<file path="src/rtl/four_func_core.sv">
// four_func_core: operand entry FSM with 1-cycle add/sub and WIDTH-cycle shift-add multiply / restoring divide
module four_func_core #(
    parameter int WIDTH = 4
) (
    input  logic               clk,
    input  logic               reset,
    input  logic [WIDTH-1:0]   sw,
    input  logic [1:0]         op,
    input  logic               enter,
    input  logic               clear,
    output logic [2*WIDTH-1:0] result,
    output logic               busy,
    output logic               done,
    output logic               err
);
    localparam int CW = $clog2(WIDTH + 1);
    typedef enum logic [1:0] {S_A, S_B, S_EXEC, S_DONE} state_t;
    state_t state;
    logic enterQ, press, last, bBit, aBit, geq;
    logic [1:0] opr;
    logic [CW-1:0] count;
    logic [WIDTH-1:0] a, b, rem, quo, remNext, quoNext, bSh, aSh;
    logic [WIDTH:0] trial;
    logic [2*WIDTH-1:0] res, prod, prodNext, sum, diff;
    always_comb begin
        press    = enter & ~enterQ;
        last     = count == CW'(WIDTH - 1);
        bSh      = b >> count;
        aSh      = a << count;
        bBit     = bSh[0];
        aBit     = aSh[WIDTH-1];
        prodNext = prod + (bBit ? ({{WIDTH{1'b0}}, a} << count) : '0);
        trial    = {rem, aBit};
        geq      = trial >= {1'b0, b};
        remNext  = geq ? WIDTH'(trial - {1'b0, b}) : trial[WIDTH-1:0];
        quoNext  = WIDTH'({quo, geq});
        sum      = {{WIDTH{1'b0}}, a} + {{WIDTH{1'b0}}, b};
        diff     = a >= b ? {WIDTH'(0), a - b} : {WIDTH'(1), b - a};
        result   = state == S_A ? {WIDTH'(0), sw} : state == S_B ? {a, sw} : state == S_EXEC ? {a, b} : res;
        busy     = state == S_EXEC;
        done     = state == S_DONE;
    end
    always_ff @(posedge clk) begin
        if (reset) begin
            state  <= S_A;
            enterQ <= 1'b1;
            a      <= '0;
            b      <= '0;
            opr    <= '0;
            count  <= '0;
            res    <= '0;
            err    <= 1'b0;
            prod   <= '0;
            rem    <= '0;
            quo    <= '0;
        end else begin
            enterQ <= enter;
            if (clear) begin
                state <= S_A;
                a     <= '0;
                b     <= '0;
                res   <= '0;
                err   <= 1'b0;
                count <= '0;
            end else begin
                case (state)
                    S_A: if (press) begin
                        a     <= sw;
                        state <= S_B;
                    end
                    S_B: if (press) begin
                        b     <= sw;
                        opr   <= op;
                        count <= '0;
                        prod  <= '0;
                        rem   <= '0;
                        quo   <= '0;
                        state <= S_EXEC;
                    end
                    S_EXEC: if (!opr[1]) begin
                        res   <= opr[0] ? diff : sum;
                        err   <= 1'b0;
                        state <= S_DONE;
                    end else begin
                        count <= count + 1'b1;
                        prod  <= prodNext;
                        rem   <= remNext;
                        quo   <= quoNext;
                        if (last) begin
                            // divide by zero still iterates, then saturates the display
                            res   <= opr[0] ? (b == '0 ? '1 : {quoNext, remNext}) : prodNext;
                            err   <= opr[0] & (b == '0);
                            state <= S_DONE;
                        end
                    end
                    S_DONE: if (press) begin
                        a     <= '0;
                        b     <= '0;
                        err   <= 1'b0;
                        state <= S_A;
                    end
                    default: state <= S_A;
                endcase
            end
        end
    end
endmodule
</file>
<file path="config.mk">
export PLATFORM = sky130hd
export DESIGN_NAME = four_func_core
export DESIGN_NICKNAME = d
export VERILOG_FILES = /design/src/rtl/four_func_core.sv
export SDC_FILE = /design/constraint.sdc
export NUM_CORES = 1
export LEC_CHECK = 0
export CORE_ASPECT_RATIO = 0.5
export CORE_UTILIZATION = 30
export DETAILED_ROUTE_END_ITERATION = 16
export PLACE_DENSITY = 0.45
export SYNTH_ARGS = -nofsm -noshare
export SYNTH_HDL_FRONTEND = slang
export SYNTH_SLANG_ARGS = --single-unit
</file>
<file path="constraint.sdc">
create_clock -name clk -period 6.8 [get_ports clk]
set_clock_uncertainty 0.15 [all_clocks]
set_input_delay 1.02 -clock clk [delete_from_list [all_inputs] [get_ports clk]]
set_output_delay 1.02 -clock clk [all_outputs]
set_load 0.1 [all_outputs]
</file>
==> results of run 1 <==
worst max-delay path, cell delays in order, from the launching register on:
cell             delay [ps]
dfxtp_1                 360
inv_1                    90
ha_1                    200
buf_4                   230
nor2_1                  370
nand2_1                 120
a21oi_1                 170
clkdlybuf4s50_1        1160
sequential cells by signal, summed over array words and instances, names as in the netlist:
signal,cells
enterQ,1
rem,4
res,8
prod,8
opr,2
a,4
state,2
count,3
b,4
err,1
quo,3
power breakdown:
part / leakage (nW) / switching [mW] / internal, mW / total, mW
clock: 0.0712 / 0.0932 / 0.146 / 0.240
sequential: 0.322 / 0.00172 / 0.235 / 0.237
combinational: 0.855 / 0.0311 / 0.0139 / 0.0450
cell usage after synthesis (all sizes together) (2+ instances only):
cell type,instances
a22o,3
o221ai,2
a32oi,2
nand2b,6
nand3,15
a21o,2
o21ai,35
buf,6
a31oi,6
xor2,2
clkbuf,16
fa,5
or2,3
nor3,11
nor4,5
o21bai,2
a22oi,13
nand2,31
o311ai,2
nor2b,5
a211o,2
mux2i,14
a211oi,7
a41oi,2
or3,2
ha,28
nor2,47
xnor2,6
inv,18
a21oi,27
mux2,2
dfxtp,40
worst max-delay path by stage:
stage / to / cells past startpoint / from / slack [ps]
after floorplan: result[1] / 6 / state[0]$_SDFFE_PP0P_ / 1560
after global placement: result[2] / 4 / sw[2] / 2840
after detailed placement: result[1] / 4 / sw[1] / 2820
after CTS: result[4] / 7 / state[0]$_SDFFE_PP0P_ / 2620
after global routing: result[4] / 7 / state[0]$_SDFFE_PP0P_ / 2450
final: result[4] / 7 / state[0]$_SDFFE_PP0P_ / 2610
layout make-up:
class	count	share of cell area (%)
timing repair buffer	21	6.15
clock buffer	8	4.34
sequential	40	23.7
multi-input combinational	296	58.8
inverter	18	2.00
tap	135	5.00
metrics by stage:
stage	area [um2]	hold WS, ps	utilization (%)	instances	setup WS [ps]
6_report	3380	309	35.6	518	2610
5_1_grt	3380	324	35.6	518	2450
4_1_cts	3380	311	35.6	518	2620
3_5_place_dp	3230	300	34.1	510	2820
3_3_place_gp	3230	293	34.1	510	2840
2_1_floorplan	2940	282	-	376	1560
cell families after synthesis:
logic type               Yosys count  share of synthesized area (%)
AND/OR/NAND/NOR                  128                           19.8
adder cells (fa/ha/maj)           33                           15.3
flip-flops                        40                           27.2
AO/OA/AOI/OAI                    110                           23.6
multiplexers                      17                           6.29
buffers and inverters             40                           5.36
XOR/XNOR                           8                           2.38
cell usage in the layout (no fill, tap or decap), types with 3 or more instances in the layout:
| cell type | synthesis | final |
|---|---|---|
| xnor2_1 | 6 | 6 |
| dfxtp_1 | 40 | 40 |
| fa_1 | 5 | 5 |
| nand2_1 | 31 | 31 |
| inv_1 | 18 | 18 |
| nand2b_1 | 6 | 6 |
| nor4_1 | 5 | 5 |
| nor3_1 | 11 | 11 |
| a22oi_1 | 13 | 13 |
| nand3_1 | 15 | 15 |
| mux2i_1 | 14 | 14 |
| or2_2 | 3 | 3 |
| a22o_1 | 3 | 3 |
| ha_1 | 28 | 28 |
| a21oi_1 | 27 | 27 |
| clkdlybuf4s50_1 | 0 | 20 |
| clkbuf_16 | 0 | 5 |
| nor2_1 | 47 | 47 |
| a31oi_1 | 6 | 6 |
| a211oi_1 | 6 | 6 |
| o21ai_0 | 35 | 35 |
| nor2b_1 | 4 | 4 |
layer usage:
metal | vias to the layer above | wire [um]
met5 | - | 0
met4 | 0 | 47
met3 | 4 | 343
met2 | 51 | 3700
met1 | 1329 | 4630
li1 | 1353 | -
==> flow_metrics.py, run 1 <==
metrics = {
    "sta": {
        "hold_viol": 0,
        "timing.fmax_mhz": 239,
        "worst_pin_slew_ps": 974,
        "rsz0062_at_grt": "no",
        "period_minus_slack_ps": 4190,
        "tns_ps": 0,
        "period_share_pct": 61.6,
        "setup_viol_count_final": 0,
        "relSlewSlack_pct": 34.9,
        "slew_violations": 0,
    },
    "placement": {
        "hpwlAfterDp_um": 6520,
        "port_buffers": 20,
        "gp_congestion": 0.879,
    },
    "finish": {
        "seqCellArea_um2": 801,
        "fillers": 994,
        "final_nets": 425,
        "drive_above_1_share_pct": 3.92,
        "syn_to_final_growth_pct": 14.7,
        "multi_input_area_mm2": 0.00198,
        "diodes": 0,
    },
    "cts": {
        "worstSkewPairLatency_ps": 280,
        "postCtsHoldBufs": 0,
        "post_cts_resized": 0,
        "clk_pin_slew_ps": 60,
        "clk_path_buf_depth": 2,
        "cts_inserted_buffers": 5,
        "cts_tree": "built",
        "post_cts_buffers": 0,
        "ctsHtreeMaxLevel": 2,
        "clock-sinks": 40,
        "cts_root_buf": "clkbuf_16",
    },
    "detailed_routing": {
        "via_count": 2737,
        "viasPerCell": 5.28,
        "drc": 0,
        "drt_iter0_drc": 229,
        "wl_per_cell_um": 16.8,
        "wl_um": 8720,
        "antenna_left": 0,
        "drt_pass1_iterations": 4,
    },
    "power_and_ir_drop": {
        "vdd_drop_max_mv": 0.0903,
        "powerDensity_mw_per_mm2": 155,
        "power.leakage_nw": 1.25,
        "power_uw": 522,
    },
    "grt": {
        "grt_util_met1_pct": 26.6,
        "busiest_layer": "met2",
        "grt-ovfl-total": 0,
        "grtUsageMet2_pct": 27.7,
        "grtUsageTotal_pct": 18.2,
        "grt_util_met3_pct": 3.56,
        "antenna_found_initial": 0,
        "grt_pass1_vias": 2636,
        "grt_pass1_wl_um": 14200,
        "grt_max_degree": 29,
    },
    "floorplan": {
        "row_count": 25,
        "core_mm2": 0.00948,
        "die_x_um": 142,
        "pin_count": 21,
        "die_area_mm2": 0.0102,
        "die_h_um": 72.0,
        "initial_utilization_pct": 31.0,
    },
    "setup_path": {
        "reg2reg_to": "res[7]$_SDFFE_PP0P_",
        "crit_fanout": 28,
        "crit_path_end_kind": "output port",
        "reg2regPathDepth": 10,
        "setup.worst_path.class": "reg2out",
        "start_kind": "flip-flop",
        "cp.required_ps": 5630,
        "r2r_setup_slack_ps": 3190,
        "critPathArrivalTime_ps": 3020,
        "worstReg2RegStart": "count[0]$_SDFFE_PP0P_",
    },
    "yosys": {
        "synth_top_area_share_pct": 27.2,
        "synthCells": 376,
        "postSynth.asyncResetShare_pct": 0,
        "ys_ff_latch": 40,
        "ys_warn_count": 0,
        "synthTopCellsByArea": "dfxtp_1 27%, ha_1 12%, nor2_1 6.0%, o21ai_0 6.0%, mux2i_1 4.8%",
        "synth_edf_count": 0,
        "ys_seq_area_share_pct": 27.2,
        "ys.flop_type": "dfxtp_1",
        "ys_types": 45,
        "syn_avg_cell_area_um2": 7.83,
        "syn-num-nets": 419,
        "netlist_area_mm2": 0.00294,
        "yosysTopAreaCell": "dfxtp_1",
    },
    "min_path": {
        "min_to": "prod[2]$_SDFFE_PP0P_",
        "hp-class": "reg2reg",
        "worstHoldStart": "prod[2]$_SDFFE_PP0P_",
        "hold-path-cell-count": 2,
    },
    "run": {
        "cap_violations": 0,
    },
    "run_status": {
        "status": "finished clean",
    },
}
Note: power is estimated with default switching activity, not from simulation.
==> run 2: changes to the inputs <==
--- a/config.mk
+++ b/config.mk
@@ -8,7 +8,7 @@
 export CORE_ASPECT_RATIO = 0.5
 export CORE_UTILIZATION = 30
 export DETAILED_ROUTE_END_ITERATION = 16
-export PLACE_DENSITY = 0.45
+export PLACE_DENSITY = 0.47
 export SYNTH_ARGS = -nofsm -noshare
 export SYNTH_HDL_FRONTEND = slang
 export SYNTH_SLANG_ARGS = --single-unit
==> constraint.sdc (replaced) <==
create_clock -name clk -period 3.7 [get_ports clk]
set_clock_uncertainty 0.15 [all_clocks]
set_input_delay 0.555 -clock clk [delete_from_list [all_inputs] [get_ports clk]]
set_output_delay 0.555 -clock clk [all_outputs]
set_load 0.1 [all_outputs]
==> flow_metrics.py, run 2 (synthesis gave the netlist of run 1 again) <==
metrics = {
    "placement": {
        "hpwlAfterDp_um": 6890,
        "gp_congestion": 0.838,
        "port_buffers": 20,
    },
    "floorplan": {
        "core_mm2": 0.00948,
        "die_area_mm2": 0.0102,
        "row_count": 25,
        "initial_utilization_pct": 31.0,
        "pin_count": 21,
        "die_x_um": 142,
        "die_h_um": 72.0,
    },
    "sta": {
        "worst_pin_slew_ps": 957,
        "rsz0062_at_grt": "no",
        "setup_viol_count_final": 0,
        "hold_ws_ps": 322,
        "period_minus_slack_ps": 3280,
        "tns_ps": 0,
        "hold_viol": 0,
        "slew_violations": 0,
        "relSlewSlack_pct": 36.0,
        "period_share_pct": 88.7,
        "timing.fmax_mhz": 305,
    },
    "finish": {
        "diodes": 0,
        "final_util_pct": 36.6,
        "final_nets": 432,
        "reg.largest.list": "prod x8, res x8",
        "final_cell_mix": "47 x nor2_1, 40 x dfxtp_1, 31 x nand2_1, 31 x o21ai_0, 28 x ha_1",
        "fillers": 995,
        "drive_above_1_share_pct": 10.5,
        "layout_commonest_cell": "nor2_1",
        "syn_to_final_growth_pct": 17.8,
    },
    "setup_path": {
        "r2r_setup_slack_ps": 420,
        "worstReg2RegStart": "count[1]$_SDFFE_PP0P_",
        "crit_fanout": 8,
        "reg2reg_to": "res[2]$_SDFFE_PP0P_",
        "critPathArrivalTime_ps": 3280,
        "crit_path_end_kind": "flip-flop",
        "setup.worst_path.class": "reg2reg",
        "cp.required_ps": 3700,
        "reg2regPathDepth": 8,
        "start_kind": "flip-flop",
    },
    "cts": {
        "cts_root_buf": "clkbuf_16",
        "postCtsHoldBufs": 0,
        "post_cts_resized": 0,
        "clk_pin_slew_ps": 60,
        "cts_tree": "built",
        "worstSkewPairLatency_ps": 290,
        "clock-sinks": 40,
        "post_cts_buffers": 0,
        "clk_path_buf_depth": 2,
        "ctsHtreeMaxLevel": 2,
        "cts_inserted_buffers": 5,
    },
    "min_path": {
        "worstHoldStart": "quo[2]$_SDFFE_PP0P_",
        "hp-class": "reg2reg",
        "hold-path-cell-count": 2,
        "min_to": "quo[2]$_SDFFE_PP0P_",
    },
    "grt": {
        "grt_max_degree": 23,
        "antenna_found_initial": 0,
        "grtUsageTotal_pct": 18.4,
        "grt-ovfl-total": 0,
        "grt_pass1_vias": 2589,
        "grt_pass1_wl_um": 14400,
    },
    "detailed_routing": {
        "wl_per_cell_um": 17.2,
        "wl_um": 9030,
        "antenna_left": 0,
        "viasPerCell": 5.33,
        "drt_iter0_drc": 227,
        "drt_pass1_iterations": 5,
        "via_count": 2799,
        "drc": 0,
    },
    "run": {
        "cap_violations": 0,
    },
    "power_and_ir_drop": {
        "power.leakage_nw": 1.32,
        "vdd_drop_max_mv": 0.145,
        "powerDensity_mw_per_mm2": 307,
    },
    "run_status": {
        "status": "finished clean",
    },
}
run 2: critical path, cell delays in order (launching register included):
cell and delay (ps):
dfxtp_1 490, mux2_2 390, o211ai_1 300, ha_1 230, o21ai_0 110, a22oi_1 530
mux2_2 420, o311ai_0 380, o21ai_0 140
run 2: area by class of cell:
type | count | area (um2) | share of cell area (%)
timing repair buffer | 28 | 235 | 6.79
multi-input combinational | 296 | 2010 | 58.0
tap | 135 | 169 | 4.87
clock inverter | 1 | 30.0 | 0.866
clock buffer | 7 | 153 | 4.40
sequential | 40 | 801 | 23.1
inverter | 18 | 67.6 | 1.95
run 2: worst max-delay path by stage:
stage	start	endpoint	slack, ps	cells past startpoint
after floorplan	state[0]$_SDFFE_PP0P_	result[1]	-330	6
after global placement	count[1]$_SDFFE_PP0P_	res[2]$_SDFFE_PP0P_	640	8
after detailed placement	count[1]$_SDFFE_PP0P_	res[2]$_SDFFE_PP0P_	520	8
after CTS	count[1]$_SDFFE_PP0P_	res[2]$_SDFFE_PP0P_	480	8
after global routing	count[1]$_SDFFE_PP0P_	res[2]$_SDFFE_PP0P_	250	8
final	count[1]$_SDFFE_PP0P_	res[2]$_SDFFE_PP0P_	420	8
run 2: per-stage QoR:
step                instance area (um2)  instances  worst slack, ps  power [mW]
floorplan                          2970        376             -327       0.503
global placement                   3280        517              638       0.531
detailed placement                 3280        517              516       0.531
CTS                                3470        525              481        1.07
global route                       3470        525              245        1.10
finish                             3470        525              420        1.06
run 2: where the power goes:
part	leakage [nW]	switching, mW	internal (mW)
registers	0.322	0.00221	0.432
clock network	0.0901	0.187	0.356
logic	0.910	0.0607	0.0269
run 2: metal layers:
metal	part of all wire, %	track usage (%)	wire [um]
met1	54	27.3	4890
met4	0.56	2.75	51
met3	4.9	3.04	445
met5	0	0	0
met2	40	28.5	3640
